File: src/rtl/matrix_stream_pkg.sv
// Shared types and elaboration helpers for the ping-pong matrix stream transpose.
package matrix_stream_pkg;

    typedef enum logic {
        MODE_TRANSPOSE   = 1'b0,
        MODE_PASSTHROUGH = 1'b1
    } mode_e;

    // Counter width for a range of 'value' entries, never narrower than one bit.
    function automatic int clog2_min1(input int value);
        int w;
        w = $clog2(value);
        return (w < 1) ? 1 : w;
    endfunction

    function automatic int grid_size(input int total_dim, input int compute_dim);
        return total_dim / compute_dim;
    endfunction

endpackage

File: src/rtl/matrix_chunk_bank.sv
// One full-matrix chunk store: registered write, combinational read, plus the
// bank's full flag and the mode latched from the matrix's first chunk.
module matrix_chunk_bank
    import matrix_stream_pkg::*;
#(
    parameter int DEPTH   = 4,
    parameter int CHUNK_W = 32,
    parameter int ADDR_W  = 2
) (
    input  logic               clk,
    input  logic               rst,
    input  logic               wr_en,
    input  logic [ADDR_W-1:0]  wr_addr,
    input  logic [CHUNK_W-1:0] wr_data,
    input  logic               wr_first,
    input  logic               wr_last,
    input  mode_e              wr_mode,
    input  logic               rd_done,
    input  logic [ADDR_W-1:0]  rd_addr,
    output logic [CHUNK_W-1:0] rd_data,
    output logic               full,
    output mode_e              mode
);

    logic [CHUNK_W-1:0] mem [DEPTH];

    always_ff @(posedge clk) begin
        if (wr_en) begin
            mem[wr_addr] <= wr_data;
        end
    end

    assign rd_data = mem[rd_addr];

    // A bank is never written while full, so set and clear cannot collide.
    always_ff @(posedge clk or negedge rst) begin
        if (!rst) begin
            full <= 1'b0;
            mode <= MODE_TRANSPOSE;
        end else begin
            if (wr_en && wr_first) begin
                mode <= wr_mode;
            end
            if (wr_en && wr_last) begin
                full <= 1'b1;
            end else if (rd_done) begin
                full <= 1'b0;
            end
        end
    end

endmodule

File: src/rtl/matrix_stream_transpose_pp.sv
// Multi-bank streaming chunk transpose with per-matrix transpose/passthrough mode.
// Optional MATRIX_STREAM_TRANSPOSE_LAST_EN adds in_last/out_last framing and err_framing.
module matrix_stream_transpose_pp
    import matrix_stream_pkg::*;
#(
    parameter int TOTAL_DIM0   = 4,
    parameter int TOTAL_DIM1   = 4,
    parameter int COMPUTE_DIM0 = 2,
    parameter int COMPUTE_DIM1 = 2,
    parameter int DATA_WIDTH   = 8,
    parameter int NUM_BANKS    = 2
) (
    input  logic                                          clk,
    input  logic                                          rst,
    input  logic [COMPUTE_DIM0*COMPUTE_DIM1*DATA_WIDTH-1:0] in_data,
    input  logic                                          in_mode,
    input  logic                                          in_valid,
    output logic                                          in_ready,
    output logic [COMPUTE_DIM0*COMPUTE_DIM1*DATA_WIDTH-1:0] out_data,
    output logic                                          out_mode,
    output logic                                          out_valid,
    input  logic                                          out_ready
`ifdef MATRIX_STREAM_TRANSPOSE_LAST_EN
    ,
    input  logic                                          in_last,
    output logic                                          out_last,
    output logic                                          err_framing
`endif
);

    localparam int IN_ROWS  = grid_size(TOTAL_DIM1, COMPUTE_DIM1);
    localparam int IN_COLS  = grid_size(TOTAL_DIM0, COMPUTE_DIM0);
    localparam int N        = IN_ROWS * IN_COLS;
    localparam int CHUNK_W  = COMPUTE_DIM0 * COMPUTE_DIM1 * DATA_WIDTH;
    localparam int ADDR_W   = clog2_min1(N);
    localparam int ROW_W    = clog2_min1(IN_ROWS);
    localparam int COL_W    = clog2_min1(IN_COLS);
    localparam int GRID_MAX = (IN_ROWS > IN_COLS) ? IN_ROWS : IN_COLS;
    localparam int RD_W     = clog2_min1(GRID_MAX);
    localparam int BANK_W   = clog2_min1(NUM_BANKS);

    if ((TOTAL_DIM0 % COMPUTE_DIM0) != 0 || (TOTAL_DIM1 % COMPUTE_DIM1) != 0) begin : g_bad_dims
        $fatal(1, "matrix_stream_transpose_pp: compute dims must divide total dims");
    end
    if (NUM_BANKS < 1) begin : g_bad_banks
        $fatal(1, "matrix_stream_transpose_pp: NUM_BANKS must be at least 1");
    end

    logic [NUM_BANKS-1:0] bank_full;
    mode_e                bank_mode    [NUM_BANKS];
    logic [CHUNK_W-1:0]   bank_rd_data [NUM_BANKS];

    // Write side: row-major fill of wr_bank.
    logic [BANK_W-1:0] wr_bank;
    logic [ROW_W-1:0]  wr_row;
    logic [COL_W-1:0]  wr_col;
    logic [ADDR_W-1:0] wr_addr;
    logic              wr_accept;
    logic              wr_col_end;
    logic              wr_is_first;
    logic              wr_is_last;

    assign in_ready    = !bank_full[wr_bank];
    assign wr_accept   = in_valid && in_ready;
    assign wr_col_end  = (wr_col == COL_W'(IN_COLS - 1));
    assign wr_is_last  = wr_col_end && (wr_row == ROW_W'(IN_ROWS - 1));
    assign wr_is_first = (wr_row == '0) && (wr_col == '0);
    assign wr_addr     = ADDR_W'(32'(wr_row) * 32'(IN_COLS) + 32'(wr_col));

    always_ff @(posedge clk or negedge rst) begin
        if (!rst) begin
            wr_bank <= '0;
            wr_row  <= '0;
            wr_col  <= '0;
        end else if (wr_accept) begin
            if (wr_is_last) begin
                wr_row  <= '0;
                wr_col  <= '0;
                wr_bank <= (wr_bank == BANK_W'(NUM_BANKS - 1)) ? '0 : wr_bank + 1'b1;
            end else if (wr_col_end) begin
                wr_col <= '0;
                wr_row <= wr_row + 1'b1;
            end else begin
                wr_col <= wr_col + 1'b1;
            end
        end
    end

    // Read side: rd_row/rd_col walk the output grid, whose shape depends on mode.
    logic [BANK_W-1:0] rd_bank;
    logic [RD_W-1:0]   rd_row;
    logic [RD_W-1:0]   rd_col;
    logic [RD_W-1:0]   rows_last;
    logic [RD_W-1:0]   cols_last;
    logic [RD_W-1:0]   src_row;
    logic [RD_W-1:0]   src_col;
    logic [ADDR_W-1:0] rd_addr;
    logic              rd_accept;
    logic              rd_is_last;
    mode_e             cur_mode;
    logic [CHUNK_W-1:0] raw_chunk;

    assign cur_mode   = bank_mode[rd_bank];
    assign raw_chunk  = bank_rd_data[rd_bank];
    assign out_valid  = bank_full[rd_bank];
    assign out_mode   = cur_mode;
    assign rd_accept  = out_valid && out_ready;
    assign rd_is_last = (rd_row == rows_last) && (rd_col == cols_last);
    assign rd_addr    = ADDR_W'(32'(src_row) * 32'(IN_COLS) + 32'(src_col));

    always_comb begin
        rows_last = RD_W'(IN_ROWS - 1);
        cols_last = RD_W'(IN_COLS - 1);
        src_row   = rd_row;
        src_col   = rd_col;
        if (cur_mode == MODE_TRANSPOSE) begin
            rows_last = RD_W'(IN_COLS - 1);
            cols_last = RD_W'(IN_ROWS - 1);
            src_row   = rd_col;
            src_col   = rd_row;
        end
    end

    always_ff @(posedge clk or negedge rst) begin
        if (!rst) begin
            rd_bank <= '0;
            rd_row  <= '0;
            rd_col  <= '0;
        end else if (rd_accept) begin
            if (rd_is_last) begin
                rd_row  <= '0;
                rd_col  <= '0;
                rd_bank <= (rd_bank == BANK_W'(NUM_BANKS - 1)) ? '0 : rd_bank + 1'b1;
            end else if (rd_col == cols_last) begin
                rd_col <= '0;
                rd_row <= rd_row + 1'b1;
            end else begin
                rd_col <= rd_col + 1'b1;
            end
        end
    end

    // Element-level transpose inside the chunk: out[j*C1+i] = in[i*C0+j].
    always_comb begin
        out_data = raw_chunk;
        if (cur_mode == MODE_TRANSPOSE) begin
            for (int i = 0; i < COMPUTE_DIM1; i++) begin
                for (int j = 0; j < COMPUTE_DIM0; j++) begin
                    out_data[(j*COMPUTE_DIM1 + i)*DATA_WIDTH +: DATA_WIDTH] =
                        raw_chunk[(i*COMPUTE_DIM0 + j)*DATA_WIDTH +: DATA_WIDTH];
                end
            end
        end
    end

    for (genvar b = 0; b < NUM_BANKS; b++) begin : g_bank
        matrix_chunk_bank #(
            .DEPTH   (N),
            .CHUNK_W (CHUNK_W),
            .ADDR_W  (ADDR_W)
        ) u_bank (
            .clk      (clk),
            .rst      (rst),
            .wr_en    (wr_accept && (wr_bank == BANK_W'(b))),
            .wr_addr  (wr_addr),
            .wr_data  (in_data),
            .wr_first (wr_is_first),
            .wr_last  (wr_is_last),
            .wr_mode  (mode_e'(in_mode)),
            .rd_done  (rd_accept && rd_is_last && (rd_bank == BANK_W'(b))),
            .rd_addr  (rd_addr),
            .rd_data  (bank_rd_data[b]),
            .full     (bank_full[b]),
            .mode     (bank_mode[b])
        );
    end

`ifdef MATRIX_STREAM_TRANSPOSE_LAST_EN
    assign out_last = out_valid && rd_is_last;

    always_ff @(posedge clk or negedge rst) begin
        if (!rst) begin
            err_framing <= 1'b0;
        end else if (wr_accept && (in_last != wr_is_last)) begin
            err_framing <= 1'b1;
        end
    end
`endif

endmodule
File: config.mk
export PLATFORM = sky130hd
export DESIGN_NAME = matrix_stream_transpose_pp
export DESIGN_NICKNAME = d
export VERILOG_FILES = /design/src/rtl/matrix_stream_pkg.sv /design/src/rtl/matrix_chunk_bank.sv /design/src/rtl/matrix_stream_transpose_pp.sv
export SDC_FILE = /design/constraint.sdc
export NUM_CORES = 1
export LEC_CHECK = 0
export CAP_MARGIN = 40
export CORE_MARGIN = 2
export CORE_UTILIZATION = 53
export DETAILED_ROUTE_END_ITERATION = 7
export MAX_ROUTING_LAYER = met4
export PLACE_DENSITY = 0.76
export SYNTH_ARGS = -nofsm -noshare
export SYNTH_HDL_FRONTEND = slang
export SYNTH_SLANG_ARGS = --single-unit
File: constraint.sdc
create_clock -name clk -period 3.3 [get_ports clk]
set_clock_uncertainty 0.05 [all_clocks]
set_input_delay 0.33 -clock clk [delete_from_list [all_inputs] [get_ports clk]]
set_output_delay 0.33 -clock clk [all_outputs]
set_load 0.01 [all_outputs]
Word-level counts from Yosys, hierarchy flattened
Memories as Yosys holds them, arrays and structs flattened.
Cells that the tools add are included.

storage, ports and cells
  memory bits (writable) = 256
  word-level logic and storage cells = 82
  register bits = 10
  output and inout port bits = 35
  memories = 2
  input bits = 37

cells by class
  add/subtract/negate cells = 8
  magnitude comparators = 3
  bitwise logic cells = 5
  reductions and logical operators = 23
  multiplexer cells = 31

memory list
  memory                words  width  read ports  clocked after memory_dff  wr ports  line                     RTL
  g_bank[0].u_bank.mem  4      32     1           0                         1         matrix_chunk_bank.sv:25  logic [CHUNK_W-1:0] mem [DEPTH];
  g_bank[1].u_bank.mem  4      32     1           0                         1         matrix_chunk_bank.sv:25

operators by type and width
  cell                                                                  count
  32-bit 2-to-1 mux                                                     3
  1-bit 2-to-1 mux                                                      27
  24-bit 2-to-1 mux                                                     1
  1-bit logical AND                                                     14
  2-bit AND reduction                                                   4
  2-bit nonzero test                                                    4
  1-bit adder, second input constant                                    6
  2-bit by 1-bit adder with 2-bit output                                2
  1-bit by 2-bit < comparator with 1-bit output, second input constant  2
  1-bit inverter                                                        4
  2-bit greater-or-equal comparator, second input constant              1
  1-bit inverter with 2-bit output                                      1
  1-bit zero test                                                       1

Longest topological paths before layout
Gate-level depths: netlist of the first run.
An unclocked memory read counts as a cell.

  depth after elaboration = 11
  gate-level depth with buffers = 8
  gate-level depth less buffers = 6

Cells and area by module
A second synthesis of the first run with hierarchy kept.

second synthesis, totals
  cells, all modules = 482
  area total of the unflattened synthesis = 10,712.8 µm²

by module, submodules not included
  module                      times used  sequential area each (µm²)  area each (µm²)  cells an instance
  matrix_chunk_bank           2           3,893.7                     4,765.8          179
  matrix_stream_transpose_pp  1           150.1                       1,181.1          124

Least setup slack after synthesis of the first run
OpenSTA, ideal clock, no wires.

  path type = register -> register
  start point = register wr_bank
  end point = register g_bank[0].u_bank.mode
  slack = -0.238 ns
  period minus slack after synthesis = 3.538 ns
  path buffers = 0
  required time = 3.125 ns
  library setup time = 0.125 ns
  data arrival time = 3.363 ns
  stages on the path, launching flop included = 5
  path through = dfrtp_1 -> nor2_1 -> nand2_1 -> nor3_1 -> mux2_2

between the ends
  word-level cells in the longest chain between the ends = 6
  elaborated cells on any way between the ends = 7
  classes of those cells = 2 x mux; 1 x bitwise; 4 x reduce/logical

RTL lines
  element                                              line                               RTL
  start, declared                                      matrix_stream_transpose_pp.sv:54   logic [BANK_W-1:0] wr_bank;
  start signal, assigned                               matrix_stream_transpose_pp.sv:79   wr_bank <= (wr_bank == BANK_W'(NUM_BANKS - 1)) ? '0 : wr_bank + 1'b1;
  1-bit 2-to-1 mux (implied by the code) (2 in a row)  matrix_stream_transpose_pp.sv:63   assign in_ready = !bank_full[wr_bank];
  1-bit zero test                                      matrix_stream_transpose_pp.sv:63
  1-bit logical AND                                    matrix_stream_transpose_pp.sv:64   assign wr_accept = in_valid && in_ready;
  1-bit logical AND (*)                                matrix_stream_transpose_pp.sv:164  .wr_en (wr_accept && (wr_bank == BANK_W'(b))),
  1-bit logical AND (*)                                matrix_chunk_bank.sv:41            if (wr_en && wr_first) begin
  end signal, assigned                                 matrix_chunk_bank.sv:42            mode <= wr_mode;
  end, declared                                        matrix_chunk_bank.sv:22            output mode_e mode

Mark *: on every way between the ends. The rest lies on a longest branch, timed or not. The select of a mux whose other input is x is not followed.
A chain may end at the register's enable or synchronous reset.

Worst setup path after layout of the first run
  start point = register rd_bank
  end point = output port out_data[31]

between the ends
  word-level cells in the longest chain between the ends = 10
  elaborated cells on any way between the ends = 12
  classes of those cells = 1 x add/sub; 8 x mux; 1 x bitwise; 2 x memory

RTL lines
  element                                                     line                                                                  RTL
  start, declared                                             matrix_stream_transpose_pp.sv:90                                      logic [BANK_W-1:0] rd_bank;
  start signal, assigned                                      matrix_stream_transpose_pp.sv:133                                     rd_bank <= (rd_bank == BANK_W'(NUM_BANKS - 1)) ? '0 : rd_bank + 1'b1;
  1-bit inverter with 2-bit output (implied by the code) (*)  matrix_stream_transpose_pp.sv:103, matrix_stream_transpose_pp.sv:104
  1-bit 2-to-1 mux (implied by the code) (3 in a row)         matrix_stream_transpose_pp.sv:103                                     assign cur_mode = bank_mode[rd_bank];
  1-bit 2-to-1 mux                                            matrix_stream_transpose_pp.sv:116                                     if (cur_mode == MODE_TRANSPOSE) begin
  2-bit by 1-bit adder with 2-bit output                      matrix_stream_transpose_pp.sv:109                                     assign rd_addr = ADDR_W'(32'(src_row) * 32'(IN_COLS) + 32'(src_col));
  memory 4 x 32 bit                                           -
  32-bit 2-to-1 mux (implied by the code) (*) (3 in a row)    matrix_stream_transpose_pp.sv:104                                     assign raw_chunk = bank_rd_data[rd_bank];
  end, declared                                               matrix_stream_transpose_pp.sv:19                                      output logic [COMPUTE_DIM0*COMPUTE_DIM1*DATA_WIDTH-1:0] out_data,

Marked as above.

==> impl_metrics.csv, run 1 <==
group,metric,value,unit
grt,grt_pass1_wl,39.9,mm
timing,finalWorstSetupSlack,-206,ps
clocking,htreeDepth,1,
routing,remaining_drc_errors,0,
timing,grt_setup_unrepaired,"true",
setup_path,critPathKind,"reg -> out",
setup_path,crit_required,2920,ps
power,p_total,13.9,mW
timing,finalSetupViolCount,4,
worst_hold_path,hp-class,"in -> async",
place,detailed_place_hpwl,14.2,mm
layout,final_common_cell,"edfxtp_1",
layout,drive_above_1_share,19.7,%
timing,fin_crit,3510,ps
timing,tns,-763,ps
logic_synthesis,ys_types,39,
clocking,clockBufferDepth,3,
logic_synthesis,syn_nets,738,
logic_synthesis,synth_warnings,0,
setup_path,cp-start-kind,"flip-flop",
grt,antenna_found_initial,0,
layout,nets,832,
grt,grt_max_degree,41,
timing,hold_viol,0,
floorplan,die_h,147,um
clocking,ctsRootBufferMaster,"clkbuf_16",
floorplan,die_area,21500,um^2
job,drv_cap,0,
routing,ant_nets,0,
clocking,insertion_delay,520,ps
layout,final_cell_mix,"256 x edfxtp_1, 67 x nand2_1, 63 x nand3_1",
setup_path,critPathCaptureType,"primary output",
timing,whs,99.3,ps
outcome,outcome,"finished with violations",
grt,grt_pass1_vias,6985,
grt,grt_usage,24.9,%
logic_synthesis,synthCells,701,
floorplan,initial_core_util,53.6,%
routing,drt-wirelength-per-cell,24.0,um
floorplan,rows,52,
setup_path,arrival,3130,ps
layout,stdcell_area,13200,um^2
timing,slew_headroom,60.1,%
floorplan,die_w,147,um
timing,post-route-period-util,106,%
layout,area_growth,22.1,%
power,ir_drop,0.000749,V
grt,grt_use_met3,3.34,%
clocking,holdBufCountCts,0,
timing,slew_viol_final,0,
clocking,cts_buffers,26,
logic_synthesis,netlist_area,10800,um^2
grt,met2_usage,42.3,%
place,dp_slack,251,ps
clocking,tritoncts,"yes",
routing,dr.pass1.iters,7,
logic_synthesis,syn_avg_cell_area,15.4,um^2
place,portBuffers,71,
outcome,violations,"setup timing",
clocking,cts.clk_slew.worst_paths,60,ps
floorplan,fp.coreArea,20100,um^2
place,place.gp.congestion,0.806,
logic_synthesis,ys_ff_latch,266,
floorplan,io_pins,72,
grt,overflow,0,
setup_path,path_max_fanout,21,
logic_synthesis,seq_area_frac_synth,73.6,%
power,total_leakage_power,4.47,nW
place,placed_area,12000,um^2
routing,via_per_inst,6.34,
power,cellPowerDensity,1050,nW/um^2
timing,tightest_slew,599,ps
grt,met1_usage,31.5,%
grt,grt.busiest_layer,"met2",
timing,clock.fmax,285,MHz
routing,wl,26.1,mm
clocking,cts.sinks,266,
routing,first_iter_violations,545,
routing,num_vias,6882,
==> sequential cells by signal, summed over array words and instances, names as in the netlist <==
register and count:
g_bank.u_bank.full 2, g_bank.u_bank.mem 256, g_bank.u_bank.mode 2, rd_bank 1, rd_col 1, rd_row 1
wr_bank 1, wr_col 1, wr_row 1
==> cell type report <==
type                            count  area, um^2
Antenna cell                        1        2.50
Clock buffer                       33         698
Clock inverter                     14         136
Fill cell                        1298        6930
Inverter                            2        10.0
Multi-Input combinational cell    381        2880
Sequential cell                   266        7940
Tap cell                          270         338
Timing Repair Buffer              118        1160
==> critical path, cell delays in order (launching register included) <==
cell and delay [ps]:
dfrtp_1 420, mux2i_4 400, buf_8 250, mux2_2 380, mux4_2 480, nand2_1 80, o31ai_1 90, clkdlybuf4s50_1 500
==> synthesized netlist by cell type <==
cell type  count  share of area, %
nand2_1       67               2.3
buf_2         12              0.56
a222oi_1      15               1.4
dfrtp_1       10               2.3
or2_2          1             0.058
a21oi_1       31               1.4
o31ai_1        1             0.070
edfxtp_1     256                71
inv_4          1             0.058
buf_4          1             0.070
nand3b_1       1             0.070
buf_1          6              0.21
buf_6          2              0.21
o22a_1        15               1.2
xnor2_1        5              0.41
o221a_2       16               1.7
o41ai_1        1             0.081
a21o_1         1             0.070
mux2_1         5              0.52
nor2_1        28              0.97
o221ai_1      31               2.5
o22ai_1        1             0.058
mux4_2         1              0.21
o211ai_1       1             0.070
clkbuf_1      31               1.1
mux2i_4        3              0.63
mux2i_1       33               3.1
nand2b_1       3              0.17
nor3_1         2             0.093
inv_1          1             0.035
nor2b_1        2              0.12
a311oi_1       1             0.081
o21ai_0        9              0.42
mux2_2        16               1.7
o21ai_1       11              0.51
nand4_1        1             0.058
o32ai_1       15               1.2
and2_1         1             0.058
nand3_1       63               2.9
==> layer usage <==
layer	up-vias	wire, um
met1	3452	10000
met5	-	0
met3	47	1940
li1	3011	-
met4	0	513
met2	372	13600
==> timing repair <==
item | in CTS | in global routing
cloned | 3 | 0
gates resized for setup | 51 | 39
buffers inserted | 5 | 4
setup endpoints to repair | 32 | 22
pin swaps | 5 | 11
==> where the power goes <==
part / leakage (nW) / switching [mW] / total, mW / internal (mW)
combinational: 1.63 / 3.62 / 6.58 / 2.96
clock: 0.409 / 1.17 / 2.89 / 1.72
sequential: 2.43 / 0.228 / 4.39 / 4.16
==> path summary, 6_finish.rpt <==
path / depth (start not counted) / endpoint / slack [ps] / start
worst min register to register: 1 / g_bank[1].u_bank.full$_DFFE_PN0P_ / 500 / g_bank[1].u_bank.full$_DFFE_PN0P_
worst max register to register: 5 / g_bank[0].u_bank.mode$_DFFE_PN0P_ / 1210 / wr_bank$_DFFE_PN0P_
min in group clk: 3 / wr_col$_DFFE_PN0N_ / 440 / in_valid
worst min-delay path: 1 / rd_bank$_DFFE_PN0N_ / 100 / rst
max in group asynchronous: 1 / rd_col$_DFFE_PN0P_ / 2740 / rst
worst max-delay path: 7 / out_data[31] / -210 / rd_bank$_DFFE_PN0N_
==> kinds of logic (layout without fill, tap and decap cells) <==
family	Yosys count	in the layout	synth area share [%]
buffers and inverters	54	167	2.22
flip-flops	266	266	73.6
AO/OA/AOI/OAI	149	149	10.8
other	0	1	0
AND/OR/NAND/NOR	169	169	6.86
XOR/XNOR	5	5	0.406
multiplexers	58	58	6.09
==> through the flow <==
| step | instances | util, % |
|---|---|---|
| floorplan | 701 | - |
| global placement | 1026 | 59.7 |
| detailed placement | 1026 | 59.7 |
| CTS | 1081 | 65.0 |
| global route | 1084 | 65.5 |
| finish | 1085 | 65.5 |
No activity file was read; power rests on OpenSTA's default activity.
==> run 2: changes to the inputs <==
CTS_CLUSTER_DIAMETER = 30   (was not set)
TNS_END_PERCENT = 100   (was not set)
==> impl_metrics.csv, run 2 (synthesis results as in run 1) <==
group,metric,value,unit
clocking,cts_buffers,41,
floorplan,rows,52,
grt,antenna_found_initial,0,
setup_path,worstReg2RegEnd,"g_bank[0].u_bank.mode$_DFFE_PN0P_",
timing,finalWorstSetupSlack,-34.2,ps
floorplan,die_area,21500,um^2
clocking,cts.sinks,266,
routing,num_vias,7081,
layout,nFillCells,1227,
clocking,ctsRootBufferMaster,"clkbuf_16",
timing,fin_crit,3330,ps
clocking,cts.clk_slew.worst_paths,50,ps
layout,regMostFlops,"g_bank.u_bank.mem",
setup_path,rr_startpoint,"wr_bank$_DFFE_PN0P_",
floorplan,io_pins,72,
grt,grt_pass1_vias,7263,
setup_path,path_max_fanout,29,
layout,area_growth,27.9,%
place,place.gp.congestion,0.806,
timing,finalSetupViolCount,4,
clocking,tritoncts,"yes",
job,drv_cap,0,
floorplan,initial_core_util,53.6,%
grt,grt_usage,26.1,%
power,p_total,15.3,mW
layout,num_antenna_cells,0,
routing,remaining_drc_errors,0,
grt,grt_max_degree,41,
routing,dr.pass1.iters,5,
place,dp_slack,251,ps
timing,clock.fmax,300,MHz
setup_path,crit_required,2920,ps
floorplan,fp.coreArea,20100,um^2
timing,hold_viol,0,
place,detailed_place_hpwl,14.2,mm
place,portBuffers,71,
place,placed_cells,1026,
layout,layout.cells.non_filler,1122,
setup_path,critPathKind,"reg -> out",
timing,slew_headroom,60.6,%
outcome,violations,"setup timing",
routing,first_iter_violations,645,
timing,grt_setup_unrepaired,"true",
layout,drive_above_1_share,23.4,%
routing,via_per_inst,6.31,
grt,overflow,0,
layout,nets,857,
outcome,outcome,"finished with violations",
layout,reg_top3,"g_bank.u_bank.mem (256), g_bank.u_bank.full (2), g_bank.u_bank.mode (2)",
power,total_leakage_power,4.76,nW
layout,final_common_cell,"edfxtp_1",
timing,whs,80.2,ps
clocking,clockBufferDepth,3,
routing,ant_nets,0,
routing,wl,27.5,mm
clocking,htreeDepth,2,
layout,largest_reg_flops,256,
power,cellPowerDensity,1110,nW/um^2
setup_path,critPathCaptureType,"primary output",
routing,drt-wirelength-per-cell,24.5,um
setup_path,worst-r2r-setup-slack,1250,ps
timing,post-route-period-util,101,%
power,ir_drop,0.000781,V
timing,tightest_slew,592,ps
clocking,insertion_delay,530,ps
setup_path,cp-start-kind,"flip-flop",
timing,slew_viol_final,0,
setup_path,arrival,2950,ps
grt,grt_pass1_wl,41.4,mm
worst_hold_path,hp-class,"in -> async",
floorplan,die_h,147,um
floorplan,die_w,147,um
setup_path,r2r_cells,5,
layout,final_cell_mix,"256 x edfxtp_1, 67 x nand2_1, 63 x nand3_1",
run 2: changes by cell type in the layout (fill, tap and decap cells not counted), moves of 4 or more:
cell           before  now
dlygate4sd2_1      14   26
buf_4              37   44
clkbuf_1            6    2
clkbuf_16          27   44
clkinv_4            0    6
clkbuf_2            5    0
clkinvlp_4          0    6
run 2: cell type report:
type                    instances  area, um^2  area share (%)
flip-flops and latches        266        7940            57.6
multi-input cells             381        2880            20.9
repair buffers                128        1270            9.22
clock buffers                  45        1070            7.78
well taps                     270         338            2.45
clock inverters                30         279            2.02
inverters                       2        10.0          0.0726
run 2: worst max-delay path by stage:
stage	from	endpoint	slack (ps)	cells after the start
floorplan	g_bank[1].u_bank.full$_DFFE_PN0P_	g_bank[1].u_bank.mode$_DFFE_PN0P_	760	3
global placement	rd_bank$_DFFE_PN0N_	out_data[13]	330	7
detailed placement	rd_bank$_DFFE_PN0N_	out_data[12]	250	7
CTS	rd_bank$_DFFE_PN0N_	out_data[14]	-160	8
global route	rd_bank$_DFFE_PN0N_	out_data[20]	-120	7
finish	rd_row$_DFFE_PN0P_	out_data[12]	-30	7
run 2: power breakdown:
group / leakage, nW / switching, mW / total (mW) / internal, mW
Sequential: 2.43 / 0.218 / 4.39 / 4.17
Combinational: 1.68 / 3.71 / 6.82 / 3.11
Clock: 0.647 / 1.54 / 4.14 / 2.60
Total: 4.76 / 5.46 / 15.3 / 9.88
run 2: timing repair:
| action | in CTS | in global routing |
|---|---|---|
| gates resized for setup | 62 | 20 |
| setup endpoints to repair | 32 | 12 |
| hold buffers | 0 | 0 |
| cloned | 2 | 2 |
| setup buffers | 6 | 12 |
| pin swaps | 6 | 7 |
run 2: critical path: stages, from the launching register on:
cell and delay (ps):
dfrtp_2 480, or2_4 360, buf_12 190, o221a_2 290, o21ai_1 140, o32ai_2 130, mux2_1 320, clkdlybuf4s50_1 500
run 2: per-stage QoR:
| step | area (um^2) | util [%] | setup TNS [ps] |
|---|---|---|---|
| 2_1_floorplan | 10800 | - | 0 |
| 3_3_place_gp | 12000 | 59.7 | 0 |
| 3_5_place_dp | 12000 | 59.7 | 0 |
| 4_1_cts | 13600 | 67.5 | -529 |
| 5_1_grt | 13800 | 68.6 | -832 |
| 6_report | 13800 | 68.6 | -90.0 |
run 2: routing by layer:
layer | global-route usage [%] | share of wire (%)
met5 | - | 0
met2 | 43.8 | 51
met4 | 10.3 | 3.0
met3 | 4.47 | 7.9
met1 | 31.6 | 38
